[src/rtl/apb_slave_global_pkg.sv]
// rtl/apb_slave_global_pkg.sv - shared APB slave types, FSM states and default widths
package apb_slave_global_pkg;

    localparam int APB_ADDRESS_WIDTH = 32;
    localparam int APB_DATA_WIDTH    = 32;

    typedef enum logic {
        NO_ERROR = 1'b0,
        ERROR    = 1'b1
    } slave_error_e;

    typedef enum logic {
        READ  = 1'b0,
        WRITE = 1'b1
    } tx_type_e;

    typedef enum logic [1:0] {
        IDLE = 2'd0,
        WAIT = 2'd1,
        DONE = 2'd2
    } apb_slave_state_e;

endpackage

[src/rtl/apb_slave_mem.sv]
// rtl/apb_slave_mem.sv - byte-strobed synchronous-write, combinational-read word array
module apb_slave_mem #(
    parameter int DATA_WIDTH = 32,
    parameter int MEM_DEPTH  = 16,
    localparam int IDX_W     = $clog2(MEM_DEPTH),
    localparam int STRB_W    = DATA_WIDTH / 8
) (
    input  logic                  pclk,
    input  logic                  preset_n,
    input  logic                  we,
    input  logic [IDX_W-1:0]      waddr,
    input  logic [DATA_WIDTH-1:0] wdata,
    input  logic [STRB_W-1:0]     wstrb,
    input  logic [IDX_W-1:0]      raddr,
    output logic [DATA_WIDTH-1:0] rdata
);

    logic [DATA_WIDTH-1:0] mem [MEM_DEPTH];

    always_ff @(posedge pclk or negedge preset_n) begin
        if (!preset_n) begin
            for (int i = 0; i < MEM_DEPTH; i++) begin
                mem[i] <= '0;
            end
        end else if (we) begin
            for (int b = 0; b < STRB_W; b++) begin
                if (wstrb[b]) begin
                    mem[waddr][b*8 +: 8] <= wdata[b*8 +: 8];
                end
            end
        end
    end

    assign rdata = mem[raddr];

endmodule

[src/rtl/apb_slave_mem_responder.sv]
// rtl/apb_slave_mem_responder.sv - APB4 completer with wait states and local memory; option APB_SLAVE_PROT_CHECK_EN
module apb_slave_mem_responder
    import apb_slave_global_pkg::*;
#(
    parameter int ADDRESS_WIDTH                 = APB_ADDRESS_WIDTH,
    parameter int DATA_WIDTH                    = APB_DATA_WIDTH,
    parameter int MEM_DEPTH                     = 16,
    parameter logic [ADDRESS_WIDTH-1:0] BASE_ADDR = '0
) (
    input  logic                     pclk,
    input  logic                     preset_n,
    input  logic                     psel,
    input  logic                     penable,
    input  logic                     pwrite,
    input  logic [ADDRESS_WIDTH-1:0] paddr,
    input  logic [DATA_WIDTH-1:0]    pwdata,
    input  logic [DATA_WIDTH/8-1:0]  pstrb,
    input  logic [2:0]               pprot,
    input  logic [3:0]               cfg_wait_states,
    output logic                     pready,
    output logic [DATA_WIDTH-1:0]    prdata,
    output logic                     pslverr
);

    localparam int STRB_W     = DATA_WIDTH / 8;
    localparam int BYTE_SHIFT = $clog2(STRB_W);
    localparam int IDX_W      = $clog2(MEM_DEPTH);
    localparam logic [ADDRESS_WIDTH-1:0] MEM_BYTES = ADDRESS_WIDTH'(MEM_DEPTH * STRB_W);
    localparam logic [ADDRESS_WIDTH-1:0] BYTE_MASK = ADDRESS_WIDTH'(STRB_W - 1);

    apb_slave_state_e state, state_next;

    logic [3:0]               wait_cnt;
    logic [IDX_W-1:0]         idx_q, cur_idx, rd_idx;
    logic [ADDRESS_WIDTH-1:0] offset;
    logic [DATA_WIDTH-1:0]    wdata_q, mem_rdata;
    logic [STRB_W-1:0]        strb_q;
    tx_type_e                 dir_q, cur_dir, sel_dir;
    slave_error_e             err_q, cur_err, sel_err;
    logic                     bad, setup, enter_done, mem_we;
    logic                     unused_prot;

    // Offset wraps to a huge value below BASE_ADDR, so a single compare covers both bounds
    assign offset  = paddr - BASE_ADDR;
    assign cur_idx = offset[BYTE_SHIFT +: IDX_W];
    assign cur_dir = pwrite ? WRITE : READ;

    always_comb begin
        bad = (offset >= MEM_BYTES) || ((offset & BYTE_MASK) != '0);
`ifdef APB_SLAVE_PROT_CHECK_EN
        if (pprot[1] && cur_idx[IDX_W-1]) begin
            bad = 1'b1;
        end
`endif
        cur_err = bad ? ERROR : NO_ERROR;
    end

`ifdef APB_SLAVE_PROT_CHECK_EN
    assign unused_prot = pprot[0] ^ pprot[2];
`else
    assign unused_prot = ^pprot;
`endif

    assign setup = (state == IDLE) && psel && !penable;

    // Zero-wait transfers go to DONE on the SETUP edge, before the latches hold the new access
    assign rd_idx  = setup ? cur_idx : idx_q;
    assign sel_err = setup ? cur_err : err_q;
    assign sel_dir = setup ? cur_dir : dir_q;

    always_comb begin
        state_next = state;
        unique case (state)
            IDLE: begin
                if (psel && !penable) begin
                    state_next = (cfg_wait_states == 4'd0) ? DONE : WAIT;
                end
            end
            WAIT: begin
                if (!psel) begin
                    state_next = IDLE;
                end else if (penable && wait_cnt == 4'd1) begin
                    state_next = DONE;
                end
            end
            DONE:    state_next = IDLE;
            default: state_next = IDLE;
        endcase
    end

    always_ff @(posedge pclk or negedge preset_n) begin
        if (!preset_n) begin
            state <= IDLE;
        end else begin
            state <= state_next;
        end
    end

    assign enter_done = (state_next == DONE) && (state != DONE);

    always_ff @(posedge pclk or negedge preset_n) begin
        if (!preset_n) begin
            wait_cnt <= '0;
            idx_q    <= '0;
            dir_q    <= READ;
            err_q    <= NO_ERROR;
            wdata_q  <= '0;
            strb_q   <= '0;
            prdata   <= '0;
        end else begin
            if (setup) begin
                wait_cnt <= cfg_wait_states;
                idx_q    <= cur_idx;
                dir_q    <= cur_dir;
                err_q    <= cur_err;
                wdata_q  <= pwdata;
                strb_q   <= pstrb;
            end else if (state == WAIT && psel && penable && wait_cnt != 4'd1) begin
                wait_cnt <= wait_cnt - 4'd1;
            end
            if (enter_done) begin
                if (sel_err == ERROR) begin
                    prdata <= '0;
                end else if (sel_dir == READ) begin
                    prdata <= mem_rdata;
                end
            end
        end
    end

    assign mem_we  = (state == DONE) && (dir_q == WRITE) && (err_q == NO_ERROR);
    assign pready  = (state == DONE);
    assign pslverr = pready && (err_q == ERROR);

    apb_slave_mem #(
        .DATA_WIDTH (DATA_WIDTH),
        .MEM_DEPTH  (MEM_DEPTH)
    ) u_mem (
        .pclk     (pclk),
        .preset_n (preset_n),
        .we       (mem_we),
        .waddr    (idx_q),
        .wdata    (wdata_q),
        .wstrb    (strb_q),
        .raddr    (rd_idx),
        .rdata    (mem_rdata)
    );

endmodule
[config.mk]
export PLATFORM = sky130hd
export DESIGN_NAME = apb_slave_mem_responder
export DESIGN_NICKNAME = d
export VERILOG_FILES = /design/src/rtl/apb_slave_global_pkg.sv /design/src/rtl/apb_slave_mem.sv /design/src/rtl/apb_slave_mem_responder.sv
export SDC_FILE = /design/constraint.sdc
export NUM_CORES = 1
export LEC_CHECK = 0
export BUFFER_PORTS_ARGS = -buffer_cell sky130_fd_sc_hd__buf_4
export CORE_MARGIN = 10
export CORE_UTILIZATION = 50
export CTS_BUF_LIST = sky130_fd_sc_hd__clkbuf_8
export DETAILED_ROUTE_END_ITERATION = 16
export GPL_ROUTABILITY_DRIVEN = 1
export PLACE_DENSITY = 0.76
export SYNTH_ARGS = -nofsm -noshare
export SYNTH_HDL_FRONTEND = slang
export SYNTH_SLANG_ARGS = --single-unit
[constraint.sdc]
create_clock -name pclk -period 2.6 [get_ports pclk]
set_input_delay 0.13 -clock pclk [delete_from_list [all_inputs] [get_ports pclk]]
set_output_delay 0.13 -clock pclk [all_outputs]
set_load 0.02 [all_outputs]
# --- Yosys cells after proc, flatten, opt, wreduce, memory -nomap -nowiden ---
# Cells that the tools add are included.
# W data, S select, Z words.
word_totals:
  reg_bits: 592
  out_inout_bits: 34
  input_bits: 80
  word_cells: 94
op_classes:
  muxes: 36
  addsub: 1
  reduce_logical: 19
  n_lt_le_gt_ge: 4
  n_bitwise: 3
  eq_ne: 7
op_table:
  columns: ["operator", "n"]
  rows:
  - ["$mux W512", 7]
  - ["$bwmux W512", 4]
  - ["$demux W32 S4", 4]
  - ["$mux W32", 5]
  - ["$bmux W32 S4", 1]
  - ["$ge A32 B7 Y1 const B", 1]
  - ["$reduce_bool A32 Y1", 1]
  - ["$mux W24", 1]
  - ["$mux W16", 1]
  - ["$logic_and A1 B1 Y1", 12]
  - ["$mux W4", 3]
  - ["$ge A5 B5 Y1 const B", 2]
  - ["$not A4 Y5", 2]
  - ["$mux W2", 4]
  - ["$mux W8", 1]
  - ["$lt A5 B1 Y1 const B", 1]
  - ["$eq A2 B2 Y1 const B", 2]
  - ["$eq A4 B1 Y1 const B", 1]
  - ["$logic_not A4 Y1", 1]
  - ["$mux W1", 4]
  - ["$ne A4 B1 Y1 const B", 1]
  - ["$pmux W2 S2", 1]
  - ["$sub A4 B1 Y4 const B", 1]
  - ["$eq A2 B1 Y1 const B", 1]
  - ["8 further kinds", 8]

# --- Depth between registers and ports, before layout ---
depth:
  word_depth: 16
  ltp_mapped: 9
  mapped_depth_nobuf: 7

# --- Hierarchy ---
# From an unflattened synthesis, not the netlist that was laid out.
hier_totals:
  hier_cells: 1809
  area_unflattened_um2: 26998.4
modules_own_cells:
  columns: ["mod", "instances", "cells_per_inst", "seq_area_each_um2", "area_each_um2"]
  rows:
  - ["apb_slave_mem", 1, 1435, 12812.3, 23567.6]
  - ["apb_slave_mem_responder", 1, 374, 2001.9, 3430.8]

# --- Least setup slack after synthesis ---
# Ideal clock, no wire load.
synth_timing:
  path_kind: "register -> register"
  from: "register state[0]"
  to: "register prdata[10]"
  path_slack_ns: 0.115
  required_time_ns: 2.505
  n_path_buf: 3
  synth_period_minus_slack_ns: 2.485
  t_arrival_ns: 2.390
  stages_incl_launch_ff: 9
  setup_ns: 0.095
  cell_sequence: "dfrtp_1 or4b_1 buf_2 mux2i_4 nor2_1 clkbuf_1 clkbuf_1 a221oi_1 o31ai_1"
synth_between:
  elab_chain_cells: 10
  word_cells_on_any_way: 22
  classes_between: "4 x eq/ne; 12 x mux; 1 x bitwise; 5 x reduce/logical"
synth_rtl:
  columns: ["item", "line", "source"]
  rows:
  - ["from (decl)", "apb_slave_mem_responder.sv:31", "apb_slave_state_e state, state_next;"]
  - ["from (signal assigned)", "apb_slave_mem_responder.sv:95", "state <= state_next;"]
  - ["$logic_not A2 Y1", "apb_slave_mem_responder.sv:64, apb_slave_mem_responder.sv:73", null]
  - ["$logic_and A1 B1 Y1 (2 in a row)", "apb_slave_mem_responder.sv:64", "assign setup = (state == IDLE) && psel && !penable;"]
  - ["$mux W4", "apb_slave_mem_responder.sv:67", "assign rd_idx = setup ? cur_idx : idx_q;"]
  - ["$not A4 Y5 (not written as such)", "apb_slave_mem.sv:34", "assign rdata = mem[raddr];"]
  - ["$bmux W32 S4", "apb_slave_mem.sv:34", null]
  - ["$mux W32 (not written as such) (2 in a row)", "apb_slave_mem.sv:34", null]
  - ["$mux W32", "apb_slave_mem_responder.sv:124", "end else if (sel_dir == READ) begin"]
  - ["$mux W32", "apb_slave_mem_responder.sv:122", "if (sel_err == ERROR) begin"]
  - ["to (signal assigned)", "apb_slave_mem_responder.sv:125", "prdata <= mem_rdata;"]
  - ["to (decl)", "apb_slave_mem_responder.sv:21", "output logic [DATA_WIDTH-1:0] prdata,"]
# Several ways; a longest one is shown, not always the timed one. The select of a mux whose other input is x is not followed.
# A chain may end at the register's enable or synchronous reset.

# --- Worst setup path in the final report ---
layout_timing:
  from: "register state[0]"
  to: "register prdata[8]"
# Same word-level chain as after synthesis.

==> key figures <==
Synth
  • Synth area leaders: dfrtp_1 56%, mux2_2 22%, nand2_1 6.2%
  • Synth Flop Type: dfrtp_1
  • Largest family of logic cells by synthesized area: multiplexers
  • Synth cell types: 40
  • Leading area contributor after synthesis: dfrtp_1
  • Synthesized cell area: 26400 µm²
  • EDFF count, synth: 0
  • Synth warn: 0
  • Post-synthesis compound-gate area fraction: 5.98%
  • FF+latch count, synth: 592
  • FFs w/ async S/R, synth: 100%
  • Xor/xnor share of the synthesized area: 0.0994%
  • Register area share after synthesis: 56.0%
  • Yosys top cell area share: 56.0%
  • Post-synthesis simple-gate area fraction: 8.09%
  • Post-synthesis mux area share: 27.6%
  • Top-count cell post-synth: dfrtp_1
  • Adder-cell share of the synthesized area: 0.0947%
  • Mean Syn Cell Area: 12.3 µm²
  • Post-synth top cells: 592 x dfrtp_1, 513 x mux2_2, 440 x nand2_1
  • Post-Syn Nets: 2223
  • Mapped Cells: 2141

Setup path
  • Cell Chain, Critical Path: buf_4 > nor4b_4 > buf_12 > mux2i_4 > buf_4 > inv_6 > buf_4 > mux2i_1 > o221ai_1 > a31oi_1 > o31ai_1
  • Top delay family on crit path: buffers and inverters
  • Crit-path max FO: 8
  • CP max-delay cell: dfrtp_1
  • Most used cell, CP: buf_4
  • CP Data Arrival Time: 3.21 ns
  • Setup crit end kind: flop
  • CP Data Required Time: 3.15 ns
  • Critical setup path kind: reg -> reg
  • Critical Path Max Stage Delay: 0.40 ns
  • Worst Path Buf+Inv: 5
  • Critical Path Source Type: flop

Route
  • Number of vias in the routed layout: 18.9k
  • Routed len/inst: 23.6 µm
  • Via density: 5.95
  • Final antenna-violating net count: 0
  • Count of TritonRoute iterations in the first routing pass: 5
  • Post-Route WL: 74900 µm
  • Initial DRC Count: 1486
  • DR DRC count: 0

Global route
  • Global route overflow: 0
  • Largest net degree at the start of global routing: 83
  • Global-route wire length before repair: 114000 µm
  • Initial antenna violation count: 0
  • GRT Util Overall: 23.0%
  • Vias in the first global route: 20.0k

Floorplanning
  • Die Width: 250 µm
  • I/O Pins: 114
  • Initial Util: 50.4%
  • Num rows: 84
  • DIE AREA: 62500 µm²
  • Core footprint: 52400 µm²
  • Die Ht: 250 µm

Pwr
  • Leak: 0.0162 µW
  • Worst VDD drop: 426 µV
  • Pwr dens: 672 nW/µm²

Placed design
  • Detailed Place HPWL: 46300 µm
  • Cell Area, Placed: 29100 µm²
  • Port Buffers: 110
  • Gpl congestion: 0.866

STA
  • Relative slew slack: 39.8%
  • Fmax: 376 MHz
  • Final worst-path cycle share: 102%
  • Final Hold Vio Count: 0
  • Worst setup margin: -0.0630 ns
  • Final setup violation count: 16
  • Worst-Margin Slew: 0.902 ns
  • Fin Setup TNS: -0.382 ns
  • Clk_skew: 0.0197 ns
  • RSZ-0062 raised after global routing: true
  • Final worst path period need: 2.66 ns
  • Final Slew Violations: 0

Clock tree
  • Clock transition at path regs: 0.06 ns
  • Clk buf depth: 3
  • Clk_lat worst skew: 0.69 ns
  • # clock sinks: 592
  • CTS Root Cell: clkbuf_8
  • CTS buffer count: 95
  • CTS tree: built
  • Htree depth: 3

Status
  • Failing checks: negative setup slack
  • Outcome: finished, violations left

Cells and area
  • Synth-to-Final Area Change: 21.3%
  • Post-route cell area: 32100 µm²
  • Diode count: 0
  • Post-layout util: 61.2%
  • Final nets: 2503
  • Share of cells above drive strength 1: 38.7%

Run
  • MaxCap Viol Count: 0

Hold path
  • Hold Path Class: in -> reg
[state kept, by name, summed over array words and instances, names as in the netlist]
register / flops
prdata: 32
dir_q: 1
strb_q: 4
err_q: 1
wait_cnt: 4
idx_q: 4
state: 2
wdata_q: 32
u_mem.mem: 512
[area by class of cell]
cell class,count,area [µm²]
Timing Repair Buffer,307,3120
Clock buffer,118,1620
Tap cell,688,861
Inverter,8,56.3
Timing Repair inverter,3,26.3
Multi-Input combinational cell,1414,11300
Sequential cell,592,14800
Clock inverter,45,254
Fill cell,3892,20400
[where the power goes]
part	switching, µW	internal (µW)	total (µW)
Clock	3640	4260	7900
Combinational	2170	1570	3740
Sequential	550	9370	9920
[tightest hold or removal path, cell delays in order]
cell     delay [ns]
buf_4          0.11
buf_4          0.14
nand2_1        0.05
o32ai_1        0.08
buf_4          0.15
[through the flow]
step / hold WS (ns) / setup slack (ns) / power, µW / instances
CTS: 0.00200 / -0.0413 / 21400 / 3164
finish: 0.0251 / -0.0630 / 21600 / 3175
global placement: 0.225 / -0.121 / 13200 / 2941
floorplan: -0.166 / 0.115 / 11600 / 2141
global route: 0.0571 / -0.163 / 22300 / 3175
detailed placement: 0.241 / -0.205 / 13200 / 2941
[final timing paths]
kind,cells past startpoint,endpoint,from,slack [ns]
min reg2reg,2,strb_q[3]$_DFFE_PN0N_,strb_q[3]$_DFFE_PN0N_,0.48
min in group asynchronous,2,u_mem.mem[244]$_DFFE_PN0P_,preset_n,0.08
max in group asynchronous,3,u_mem.mem[329]$_DFFE_PN0P_,preset_n,1.58
max,11,prdata[8]$_DFFE_PN0P_,state[0]$_DFF_PN0_,-0.06
min,5,state[1]$_DFF_PN0_,penable,0.03
max reg2reg,11,prdata[8]$_DFFE_PN0P_,state[0]$_DFF_PN0_,-0.06
[layout by cell type (no fill, tap or decap), types with 5 or more instances in the layout]
master,netlist,final
and2_1,5,5
clkbuf_8,0,118
a31oi_1,15,14
nor4_1,9,9
mux2i_4,1,5
clkinvlp_4,0,5
nand2b_1,5,5
nor2_1,20,16
a221oi_2,0,10
o31ai_1,32,32
mux2_2,513,513
nor3_1,8,8
a21oi_1,35,33
clkinv_2,0,11
buf_4,5,205
a22oi_1,32,31
a221oi_1,34,24
nand3_1,30,30
buf_12,0,36
a32oi_2,0,5
nand2_1,440,433
buf_16,0,6
a32oi_1,32,27
dfrtp_1,592,592
nand2_2,0,7
mux2i_2,1,5
o21ai_0,20,12
inv_1,5,31
dlygate4sd3_1,0,49
o221ai_1,15,14
mux2i_1,145,137
o21ai_1,1,7
buf_6,0,5
[layer usage]
| layer | global-route usage, % | part of all wire (%) |
|---|---|---|
| met1 | 28.1 | 40 |
| met2 | 38.8 | 49 |
| met3 | 4.41 | 6.8 |
| met4 | 10.7 | 4.0 |
| met5 | 0 | 0 |
[cells by family (layout without fill, tap and decap cells)]
logic type      Yosys count  in the layout
flops                   592            592
simple gates            529            529
buf+inv                 135            481
xor+xnor                  3              3
mux                     662            662
compound gates          218            218
fa+ha+maj                 2              2
[timing repair]
| item | in CTS | in global routing |
|---|---|---|
| setup buffers | 6 | 6 |
| resized for setup | 12 | 52 |
| pin swaps | 10 | 25 |
| endpoints found under the hold margin | 110 | 0 |
| hold buffers | 49 | 0 |
| gates cloned | 5 | 5 |
| setup endpoints to repair | 32 | 32 |
Power figures use the tool's default switching activity.
